--- src/rtl/noc_link_stage.sv ---
// Elastic credit-handshaked buffer for one mesh link, with Hermes packet tracking on
// departing flits and saturating per-link traffic statistics.
module noc_link_stage #(
  parameter int unsigned FLIT_WIDTH = 16,
  parameter int unsigned DEPTH      = 4,
  parameter int unsigned CNT_WIDTH  = 32
) (
  input  logic                  clock,
  input  logic                  reset,
  input  logic                  rx,
  input  logic [FLIT_WIDTH-1:0] data_i,
  output logic                  credit_o,
  output logic                  tx,
  output logic [FLIT_WIDTH-1:0] data_o,
  input  logic                  credit_i,
  output logic                  clock_tx,
  input  logic                  clear_stats,
  output logic [CNT_WIDTH-1:0]  pkt_count,
  output logic [CNT_WIDTH-1:0]  flit_count,
  output logic [CNT_WIDTH-1:0]  stall_count,
  output logic                  in_packet
);

  localparam int unsigned PtrW = $clog2(DEPTH);
  localparam logic [PtrW:0] FullOcc = DEPTH[PtrW:0];

  typedef logic [PtrW-1:0] ptr_t;
  typedef logic [PtrW:0]   occ_t;
  typedef logic [CNT_WIDTH-1:0] cnt_t;

  typedef enum logic [1:0] {
    StHdr,
    StSize,
    StPayload
  } state_e;

  logic [FLIT_WIDTH-1:0] mem_q [DEPTH];
  ptr_t   wr_ptr_q, wr_ptr_d;
  ptr_t   rd_ptr_q, rd_ptr_d;
  occ_t   occ_q, occ_d;
  logic   rdy_q;
  state_e state_q, state_d;
  logic [FLIT_WIDTH-1:0] rem_q, rem_d;
  logic   in_packet_q, in_packet_d;
  cnt_t   pkt_cnt_q, pkt_cnt_d;
  cnt_t   flit_cnt_q, flit_cnt_d;
  cnt_t   stall_cnt_q, stall_cnt_d;
  logic   push, pop, pkt_done;

  function automatic cnt_t sat_inc(input cnt_t v, input logic en);
    return (en && (v != '1)) ? v + cnt_t'(1) : v;
  endfunction

  // rdy_q keeps credit low through reset and rises on the first edge after release.
  assign credit_o = rdy_q && (occ_q < FullOcc);
  assign tx       = (occ_q != '0);
  assign data_o   = tx ? mem_q[rd_ptr_q] : '0;
  assign clock_tx = clock;

  assign push = rx && credit_o;
  assign pop  = tx && credit_i;

  always_comb begin
    wr_ptr_d = wr_ptr_q;
    rd_ptr_d = rd_ptr_q;
    occ_d    = occ_q;
    if (push) wr_ptr_d = wr_ptr_q + ptr_t'(1);
    if (pop)  rd_ptr_d = rd_ptr_q + ptr_t'(1);
    unique case ({push, pop})
      2'b10:   occ_d = occ_q + occ_t'(1);
      2'b01:   occ_d = occ_q - occ_t'(1);
      default: occ_d = occ_q;
    endcase
  end

  always_comb begin
    state_d  = state_q;
    rem_d    = rem_q;
    pkt_done = 1'b0;
    if (pop) begin
      unique case (state_q)
        StHdr: state_d = StSize;
        StSize: begin
          rem_d = data_o;
          if (data_o == '0) begin
            pkt_done = 1'b1;
            state_d  = StHdr;
          end else begin
            state_d = StPayload;
          end
        end
        StPayload: begin
          rem_d = rem_q - FLIT_WIDTH'(1);
          if (rem_q == FLIT_WIDTH'(1)) begin
            pkt_done = 1'b1;
            state_d  = StHdr;
          end
        end
        default: state_d = StHdr;
      endcase
    end
    in_packet_d = (state_d != StHdr);
  end

  // Clear wins over a same-cycle increment.
  always_comb begin
    pkt_cnt_d   = '0;
    flit_cnt_d  = '0;
    stall_cnt_d = '0;
    if (!clear_stats) begin
      pkt_cnt_d   = sat_inc(pkt_cnt_q, pkt_done);
      flit_cnt_d  = sat_inc(flit_cnt_q, pop);
      stall_cnt_d = sat_inc(stall_cnt_q, tx && !credit_i);
    end
  end

  always_ff @(posedge clock) begin
    if (push) mem_q[wr_ptr_q] <= data_i;
  end

  always_ff @(posedge clock) begin
    if (!reset) begin
      wr_ptr_q    <= '0;
      rd_ptr_q    <= '0;
      occ_q       <= '0;
      rdy_q       <= 1'b0;
      state_q     <= StHdr;
      rem_q       <= '0;
      in_packet_q <= 1'b0;
      pkt_cnt_q   <= '0;
      flit_cnt_q  <= '0;
      stall_cnt_q <= '0;
    end else begin
      wr_ptr_q    <= wr_ptr_d;
      rd_ptr_q    <= rd_ptr_d;
      occ_q       <= occ_d;
      rdy_q       <= 1'b1;
      state_q     <= state_d;
      rem_q       <= rem_d;
      in_packet_q <= in_packet_d;
      pkt_cnt_q   <= pkt_cnt_d;
      flit_cnt_q  <= flit_cnt_d;
      stall_cnt_q <= stall_cnt_d;
    end
  end

  assign pkt_count   = pkt_cnt_q;
  assign flit_count  = flit_cnt_q;
  assign stall_count = stall_cnt_q;
  assign in_packet   = in_packet_q;

endmodule

--- config.mk ---
export PLATFORM = sky130hd
export DESIGN_NAME = noc_link_stage
export DESIGN_NICKNAME = d
export VERILOG_FILES = /design/src/rtl/noc_link_stage.sv
export SDC_FILE = /design/constraint.sdc
export NUM_CORES = 1
export LEC_CHECK = 0
export ABC_AREA = 1
export ABC_CLOCK_PERIOD_IN_PS = 3900
export CAP_MARGIN = 15
export CORE_ASPECT_RATIO = 0.9
export CORE_UTILIZATION = 35
export DETAILED_ROUTE_END_ITERATION = 8
export GPL_TIMING_DRIVEN = 1
export PLACE_DENSITY = 0.66
export SLEW_MARGIN = 15
export SYNTH_ARGS = -nofsm -noshare
export SYNTH_HDL_FRONTEND = slang
export SYNTH_SLANG_ARGS = --single-unit
--- constraint.sdc ---
create_clock -name clock -period 3.9 [get_ports clock]
set_input_delay 1.17 -clock clock [delete_from_list [all_inputs] [get_ports clock]]
set_output_delay 1.17 -clock clock [all_outputs]
set_load 0.01 [all_outputs]
==> qor.log, run 1 <==
qor: outcome.outcome complete, but fails checks
qor: outcome.violations_in_the_final_reports DRC
qor: synthesis.synth_enable_flop_cells 64
qor: global_route.first_pass_grt_wire_length 43.7 mm
qor: cells_and_area.multi_input_comb_area 0.00456 sq mm
qor: worst_setup_path.crit_fanout 2
qor: worst_setup_path.worst_ep_arrival_time 2.66 ns
qor: worst_setup_path.critical_path.top_delay_family buffers and inverters
qor: routing.viasPerCell 4.92
qor: timing.pin_slew_with_the_least_headroom_to_its_limit 0.970 ns
qor: pwr.pwr_density_cell 464 mW/mm^2
qor: cells_and_area.layout.area.seq 0.00442 sq mm
qor: timing.rsz0062_at_grt no
qor: place.place_hpwl 18.7 mm
qor: routing.route.detailed.drc 8
qor: worst_setup_path.worstPathRequired 2.73 ns
qor: worst_setup_path.crit_path_cell_trace clkbuf_16 -> clkbuf_16 -> clkdlybuf4s50_1
qor: synthesis.ys_warn_count 0
qor: synthesis.fraction_of_the_yosys_area_taken_by_sequential_cells 44.5%
qor: routing.ant_nets 0
qor: timing.totalNegativeSetupSlack 0 ns
qor: cells_and_area.syn_to_final_growth 23.7%
qor: synthesis.synth.top_cells.by_area sky130_fd_sc_hd__dfxtp_1, sky130_fd_sc_hd__edfxtp_1, sky130_fd_sc_hd__nand2_1, sky130_fd_sc_hd__inv_1, sky130_fd_sc_hd__nor2_1
qor: floorplanning.initial_cell_density_of_the_core 35.6%
qor: synthesis.synth_top_flop_cell sky130_fd_sc_hd__dfxtp_1
qor: timing.timing_max_transition_violations_final 0
qor: synthesis.synthDominantCellAreaShare 25.2%
qor: hold_path.worst_hold_path_type register to register
qor: timing.slew_headroom 35.2%
qor: pwr.max-vdd-ir-drop 0.000284 V
qor: synthesis.synth-async-reset-ratio 0%
qor: place.gp_congestion 0.920
qor: synthesis.synth_cell_types 44
qor: cts.number_of_post_cts_setup_repair_buffers 0
qor: cells_and_area.drive_above_1_share 6.18%
qor: cells_and_area.final_area 0.0123 sq mm
qor: cts.clk_latency 0.56 ns
qor: timing.hold-worst-slack 0.466 ns
qor: worst_setup_path.crit_path_max_incr_delay 0.47 ns
qor: synthesis.synth.avg_cell_area 7.48 sq um
qor: synthesis.syn_inst 1,328
qor: worst_setup_path.timing_worst_setup_path_type clock port to output port
qor: cts.cts.repair.resized 0
qor: cells_and_area.layout.cells.most_common sky130_fd_sc_hd__nand2_1
qor: routing.vias 9,016
qor: worst_setup_path.worst_path_most_repeated_cell sky130_fd_sc_hd__clkbuf_16
qor: cells_and_area.highest_count_cells_in_the_layout_ignoring_fill_and_taps sky130_fd_sc_hd__nand2_1, sky130_fd_sc_hd__inv_1, sky130_fd_sc_hd__clkdlybuf4s50_1
qor: cts.cts_tree done
qor: routing.drt_iter0_drc 788
qor: place.io_buffer_count 136
qor: routing.finalWirelength 26.5 mm
qor: global_route.grt_max_degree 48
qor: cts.clkSlewWorstSetupHoldPaths 0.07 ns
qor: floorplanning.core_area 0.0279 sq mm
qor: cts.number_of_hold_buffers_added_after_cts 0
qor: routing.number_of_optimization_iterations_in_the_first_detailed_route_pass 9
qor: cells_and_area.postLayoutCoreUtil 44.0%
qor: global_route.overflow 0
qor: timing.final-hold-violation-count 0
qor: worst_setup_path.cp.buffers_inverters 3
qor: place.dpl_cell_area 0.0116 sq mm
qor: global_route.vias_in_the_first_global_route 8,562
qor: place.place_ws 0.331 ns
qor: global_route.number_of_antenna_violations_at_the_first_check_in_global_routing 1
qor: cells_and_area.layout.nets 1,496
qor: synthesis.synth.cell_area 0.00993 sq mm
qor: job.max-cap-violations 0
qor: global_route.track_usage 18.6%
qor: floorplanning.design.die.area 0.0291 sq mm
qor: routing.detail_route.wl_per_cell 14.5 um
qor: synthesis.postSynthNetCount 1,364
qor: timing.final-setup-viol-count 0
qor: floorplanning.die-width 180 um
qor: worst_setup_path.worstSetupStartpointType clock port
qor: floorplanning.rows 58
qor: synthesis.netlist.top_cell.by_area sky130_fd_sc_hd__dfxtp_1
qor: worst_setup_path.critical_path.endpoint_type output port
qor: floorplanning.design.portCount 137
qor: pwr.leakagePower 4.53 nW
qor: timing.timing.clock.skew 0.0195 ns
qor: floorplanning.die_y 162 um
qor: worst_setup_path.slowest_stage sky130_fd_sc_hd__clkdlybuf4s50_1
qor: synthesis.synth_seq_cells 189
qor: timing.worst_slack 0.0674 ns
qor: cells_and_area.final.fill_count 2,791
-- power by group --
part | internal [W] | switching (W)
combinational | 0.000539 | 0.00101
sequential | 0.00212 | 0.0000519
clock | 0.00103 | 0.000951
-- cell families (layout without fill, tap and decap cells) --
family	count (synthesis)	in the layout	synth area share, %
compound gates	169	169	9.26
xor+xnor	55	55	4.85
fa+ha+maj	15	15	1.96
buf+inv	223	368	9.53
flops	189	189	44.5
other cells	0	1	0
simple gates	677	677	29.9
-- Yosys cell counts (2+ instances only) --
cell type / count
sky130_fd_sc_hd__nand4_1: 24
sky130_fd_sc_hd__edfxtp_1: 64
sky130_fd_sc_hd__nor4_1: 10
sky130_fd_sc_hd__a211oi_1: 2
sky130_fd_sc_hd__buf_2: 8
sky130_fd_sc_hd__nor3b_1: 6
sky130_fd_sc_hd__nor2_1: 131
sky130_fd_sc_hd__and3_1: 4
sky130_fd_sc_hd__a21oi_1: 90
sky130_fd_sc_hd__nor3_1: 63
sky130_fd_sc_hd__a21oi_2: 10
sky130_fd_sc_hd__inv_2: 10
sky130_fd_sc_hd__xor2_1: 42
sky130_fd_sc_hd__clkbuf_1: 18
sky130_fd_sc_hd__ha_1: 14
sky130_fd_sc_hd__o21a_1: 2
sky130_fd_sc_hd__o21ai_0: 51
sky130_fd_sc_hd__nand3_2: 10
sky130_fd_sc_hd__xnor2_1: 13
sky130_fd_sc_hd__o31ai_1: 3
sky130_fd_sc_hd__nand2_4: 2
sky130_fd_sc_hd__nand3_1: 85
sky130_fd_sc_hd__buf_4: 7
sky130_fd_sc_hd__clkinv_1: 3
sky130_fd_sc_hd__buf_6: 8
sky130_fd_sc_hd__o21ai_1: 3
sky130_fd_sc_hd__nand2_1: 334
sky130_fd_sc_hd__nor3_2: 2
sky130_fd_sc_hd__o211ai_1: 2
sky130_fd_sc_hd__inv_1: 167
sky130_fd_sc_hd__o21bai_1: 3
sky130_fd_sc_hd__dfxtp_1: 125
-- worst register-to-register path, stage by stage, from the launching register on --
cell and delay, ns:
sky130_fd_sc_hd__dfxtp_1 0.32, sky130_fd_sc_hd__buf_4 0.19, sky130_fd_sc_hd__inv_4 0.27, sky130_fd_sc_hd__nand2_1 0.09, sky130_fd_sc_hd__nand3_1 0.08, sky130_fd_sc_hd__nand2_1 0.06
sky130_fd_sc_hd__nand2_1 0.14, sky130_fd_sc_hd__nand2_1 0.12, sky130_fd_sc_hd__nor2_1 0.10, sky130_fd_sc_hd__nand2_1 0.13, sky130_fd_sc_hd__nor2_1 0.11, sky130_fd_sc_hd__nand2_1 0.10
sky130_fd_sc_hd__nand2_4 0.35, sky130_fd_sc_hd__nand2_4 0.34, sky130_fd_sc_hd__nand2_1 0.15, sky130_fd_sc_hd__a21oi_1 0.07
-- flip-flops by register name, summed over array words and instances, names as in the netlist, named ones only --
register and count:
mem_q 64, pkt_count 32, wr_ptr_q 2, rdy_q 1
occ_q 3, rd_ptr_q 2, stall_count 32, in_packet 1
flit_count 32, rem_q 16, state_q 2
-- layer usage --
| metal | GRT usage, % | routed length (um) | up-vias |
|---|---|---|---|
| met4 | 5.88 | 321 | 0 |
| li1 | - | - | 4576 |
| met5 | 0 | 0 | - |
| met2 | 29.5 | 12000 | 216 |
| met3 | 3.81 | 1390 | 23 |
| met1 | 25.5 | 12800 | 4201 |
-- area by class of cell --
class | instances | share of cell area, %
Antenna cell | 1 | 0.0204
Clock buffer | 21 | 4.15
Timing Repair Buffer | 151 | 12.0
Multi-Input combinational cell | 916 | 37.1
Sequential cell | 189 | 36.0
Inverter | 181 | 5.55
Clock inverter | 15 | 1.53
Tap cell | 360 | 3.66
-- through the flow --
stage,std cells,power [W]
floorplan,1328,0.00321
global placement,1798,0.00376
detailed placement,1798,0.00380
CTS,1833,0.00577
global route,1833,0.00604
finish,1834,0.00570
-- final timing paths --
| kind | start | endpoint | slack, ns | depth (start not counted) |
|---|---|---|---|---|
| max reg2reg | register | pkt_count[28] | 1.15 | 15 |
| min reg2reg | occ_q[0] | occ_q[0] | 0.47 | 1 |
| max | clock | clock_tx | 0.07 | 3 |
| min | occ_q[0] | occ_q[0] | 0.47 | 1 |
(Power assumes the default switching activity.)
==> run 2: changes to the inputs <==
- ABC_CLOCK_PERIOD_IN_PS: 3900 -> 3100
- CORE_ASPECT_RATIO: 0.9 -> 1.4
- PLACE_DENSITY: 0.66 -> 0.68
- clock period: 3.9 -> 3.1 ns (I/O delays scaled with it)
==> run 2 against run 1 <==
The flow now finishes without violations; via count is 0.13% higher; combinational power is 26% higher; critical path depth is 5 higher; final area is 1.2% higher; total power is 27% higher; flip-flop and latch count stayed put; cell count is 0.93% higher; clock power is 28% higher; core utilization is 0.82 points higher; non-clock buffer count is 8 higher; hold slack better by 0.0086 ns; critical endpoint is now data_o[7]; largest cell class unchanged; highest routed layer unchanged.
==> qor.log, run 2 (synthesis gave the netlist of run 1 again) <==
qor: outcome.outcome finished clean
qor: worst_setup_path.reg2reg_from pkt_count[0]
qor: worst_setup_path.crit_path_cell_trace buf_8 -> nand2_1 -> nand2_1 -> nand2_1 -> nand2_1 -> nand2_1 -> inv_1 -> clkdlybuf4s50_1
qor: pwr.p_sw_share 33.2% [-2.1 points]
qor: pwr.power.share.sequential 38.0% [about the same]
qor: cells_and_area.multi_input_comb_area 0.00457 sq mm [+0.11%]
qor: routing.route.detailed.drc 0 [-8]
qor: pwr.pwr_density_cell 582 mW/mm^2 [+25%]
qor: floorplanning.die_y 201 um [+24%]
qor: global_route.use_met2 32.7% [+3.3 points]
qor: cells_and_area.layout.cells.most_common sky130_fd_sc_hd__nand2_1
qor: worst_setup_path.critical_path.endpoint_type output port
qor: hold_path.worst_hold_path_type register to register
qor: routing.vias 9,028 [+0.13%]
qor: hold_path.hold_path_end rem_q[15]
qor: timing.timing.clock.skew 0.0154 ns [-0.00405 ns]
qor: hold_path.hp-start rem_q[15]
qor: timing.final-hold-violation-count 0 [unchanged]
qor: floorplanning.core_area 0.0277 sq mm [-0.69%]
qor: global_route.met3_usage 3.14% [-0.67 points]
qor: place.io_buffer_count 136 [unchanged]
qor: worst_setup_path.worstPathRequired 2.17 ns [-0.56 ns]
qor: pwr.leakagePower 4.66 nW [+2.8%]
qor: timing.totalNegativeSetupSlack 0 ns [unchanged]
qor: worst_setup_path.worst_r2r_endpoint pkt_count[11]
qor: worst_setup_path.worstSetupStartpointType register
qor: global_route.first_pass_grt_wire_length 42.1 mm [-3.7%]
qor: cells_and_area.layout.nets 1,504 [+0.53%]
qor: timing.timing_max_transition_violations_final 0 [unchanged]
qor: timing.period_minus_slack 3.07 ns
qor: worst_setup_path.timing.reg2reg.setup_slack 0.76 ns [-0.39 ns]
qor: floorplanning.rows 72 [+24%]
qor: worst_setup_path.worst_path_most_repeated_cell sky130_fd_sc_hd__nand2_1
qor: cells_and_area.largest_register_ffs 64 [unchanged]
qor: routing.viasPerCell 4.88 [-0.79%]
qor: global_route.global_route.peak_usage_layer met2
qor: timing.final-setup-viol-count 0 [unchanged]
qor: global_route.overflow 0 [unchanged]
qor: pwr.max-vdd-ir-drop 0.000399 V [+41%]
qor: timing.slew_headroom 60.8% [+26 points]
qor: global_route.number_of_antenna_violations_at_the_first_check_in_global_routing 0 [-1]
qor: cells_and_area.antenna-diode-count 0 [-1]
qor: routing.drt_iter0_drc 372 [-53%]
qor: routing.detail_route.wl_per_cell 14.1 um [-2.3%]
qor: cells_and_area.highest_count_cells_in_the_layout_ignoring_fill_and_taps sky130_fd_sc_hd__nand2_1, sky130_fd_sc_hd__inv_1, sky130_fd_sc_hd__nor2_1, sky130_fd_sc_hd__clkdlybuf4s50_1, sky130_fd_sc_hd__dfxtp_1
qor: timing.pin_slew_with_the_least_headroom_to_its_limit 0.587 ns [-0.383 ns]
qor: global_route.grt_max_degree 37 [-23%]
qor: place.gp_congestion 0.889 [-3.4%]
qor: cells_and_area.syn_to_final_growth 25.2%
qor: pwr.p_switching 0.00240 W [+19%]
qor: pwr.finalPower 0.00723 W [+27%]
qor: routing.number_of_optimization_iterations_in_the_first_detailed_route_pass 7 [-2]
qor: worst_setup_path.crit_fanout 13 [+11]
qor: floorplanning.design.portCount 137 [unchanged]
qor: pwr.internal_power 0.00483 W [+31%]
qor: timing.maxClockFrequency 325 MHz
qor: routing.finalWirelength 26.2 mm [-1.4%]
qor: floorplanning.design.die.area 0.0291 sq mm [about the same]
qor: global_route.globalRouteMet1Util 21.0% [-4.5 points]
qor: cts.cts_tree done
qor: timing.final_min_period_over_clock_period 99.2%
qor: cts.number_of_hold_buffers_added_after_cts 0 [unchanged]
qor: timing.rsz0062_at_grt yes
qor: cts.clk_latency 0.56 ns [about the same]
qor: place.place_hpwl 19.0 mm [+1.7%]
qor: global_route.vias_in_the_first_global_route 8,565 [+0.035%]
qor: pwr.combinationalPowerShare 26.9% [-0.3 points]
qor: job.max-cap-violations 0 [unchanged]
qor: worst_setup_path.timing_worst_setup_path_type register to output port
qor: global_route.track_usage 18.6% [about the same]
qor: worst_setup_path.worst_ep_arrival_time 2.14 ns [-0.52 ns]
qor: hold_path.hold_depth 2 [+1]
qor: worst_setup_path.crit_path_max_incr_delay 0.53 ns [+0.06 ns]
qor: cts.clkSlewWorstSetupHoldPaths 0.08 ns [about the same]
qor: cells_and_area.final.fill_count 2,819 [+1.0%]
qor: worst_setup_path.worst-r2r-cell-count 13 [-2]
qor: pwr.pwr-share-clk 35.1% [+0.4 points]
qor: cells_and_area.largest-register mem_q
qor: cells_and_area.drive_above_1_share 6.89% [+0.71 points]
qor: routing.ant_nets 0 [unchanged]
qor: cells_and_area.layout.area.seq 0.00443 sq mm [about the same]
qor: worst_setup_path.slowest_stage sky130_fd_sc_hd__clkdlybuf4s50_1
qor: floorplanning.die-width 144 um [-20%]
qor: floorplanning.initial_cell_density_of_the_core 35.8% [+0.25 points]
-- run 2: worst max-delay path by stage --
| stage | start | endpoint | slack (ns) | cells after the start |
|---|---|---|---|---|
| 6_report | register | data_o[7] | 0.03 | 8 |
| 5_1_grt | register | data_o[7] | -0.14 | 8 |
| 4_1_cts | register | data_o[10] | -0.009 | 8 |
| 3_5_place_dp | clock | clock_tx | 0.17 | 1 |
| 3_3_place_gp | clock | clock_tx | 0.17 | 1 |
| 2_1_floorplan | clock | clock_tx | 0.50 | 1 |
-- run 2: what timing repair did --
| item | in CTS | in global routing |
|---|---|---|
| setup endpoints to repair | 17 | 12 |
| gates resized for setup | 10 | 5 |
| buffers inserted | 1 | 0 |
-- run 2: cell type report --
cell class / count / share of cell area [%]
multi-input cells: 916 / 36.7
flip-flops and latches: 189 / 35.6
repair buffers: 159 / 12.6
inverters: 181 / 5.54
clock buffers: 22 / 4.21
well taps: 370 / 3.72
clock inverters: 14 / 1.58
-- run 2: layer usage --
layer / share of wire, % / wire (um)
met5: 0 / 0
met4: 3.4 / 896
met3: 4.2 / 1110
met2: 51 / 13400
met1: 41 / 10700
-- run 2: worst max-delay path: cells and delay by family, from the launching register on --
kind          cells  cell delay [ns]
buf+inv           3             0.78
flops             1             0.42
simple gates      5             0.39
-- run 2: stage by stage --
step / hold slack, ns / instance area [sq um] / setup slack (ns) / utilization, % / std cells
after floorplan: 0.442 / 9930 / 0.501 / - / 1328
after global placement: 0.452 / 11700 / 0.171 / 42.1 / 1815
after detailed placement: 0.464 / 11700 / 0.171 / 42.1 / 1815
after CTS: 0.475 / 12400 / -0.00947 / 44.8 / 1851
after global routing: 0.497 / 12400 / -0.135 / 44.8 / 1851
final: 0.474 / 12400 / 0.0259 / 44.8 / 1851
-- run 2: power groups by stage --
stage               logic, W  clock network, W  registers (W)
floorplan            0.00123         0.0000266        0.00278
global placement     0.00191         0.0000328        0.00279
detailed placement   0.00193         0.0000328        0.00280
CTS                  0.00196           0.00260        0.00275
global route         0.00218           0.00271        0.00276
finish               0.00195           0.00254        0.00275
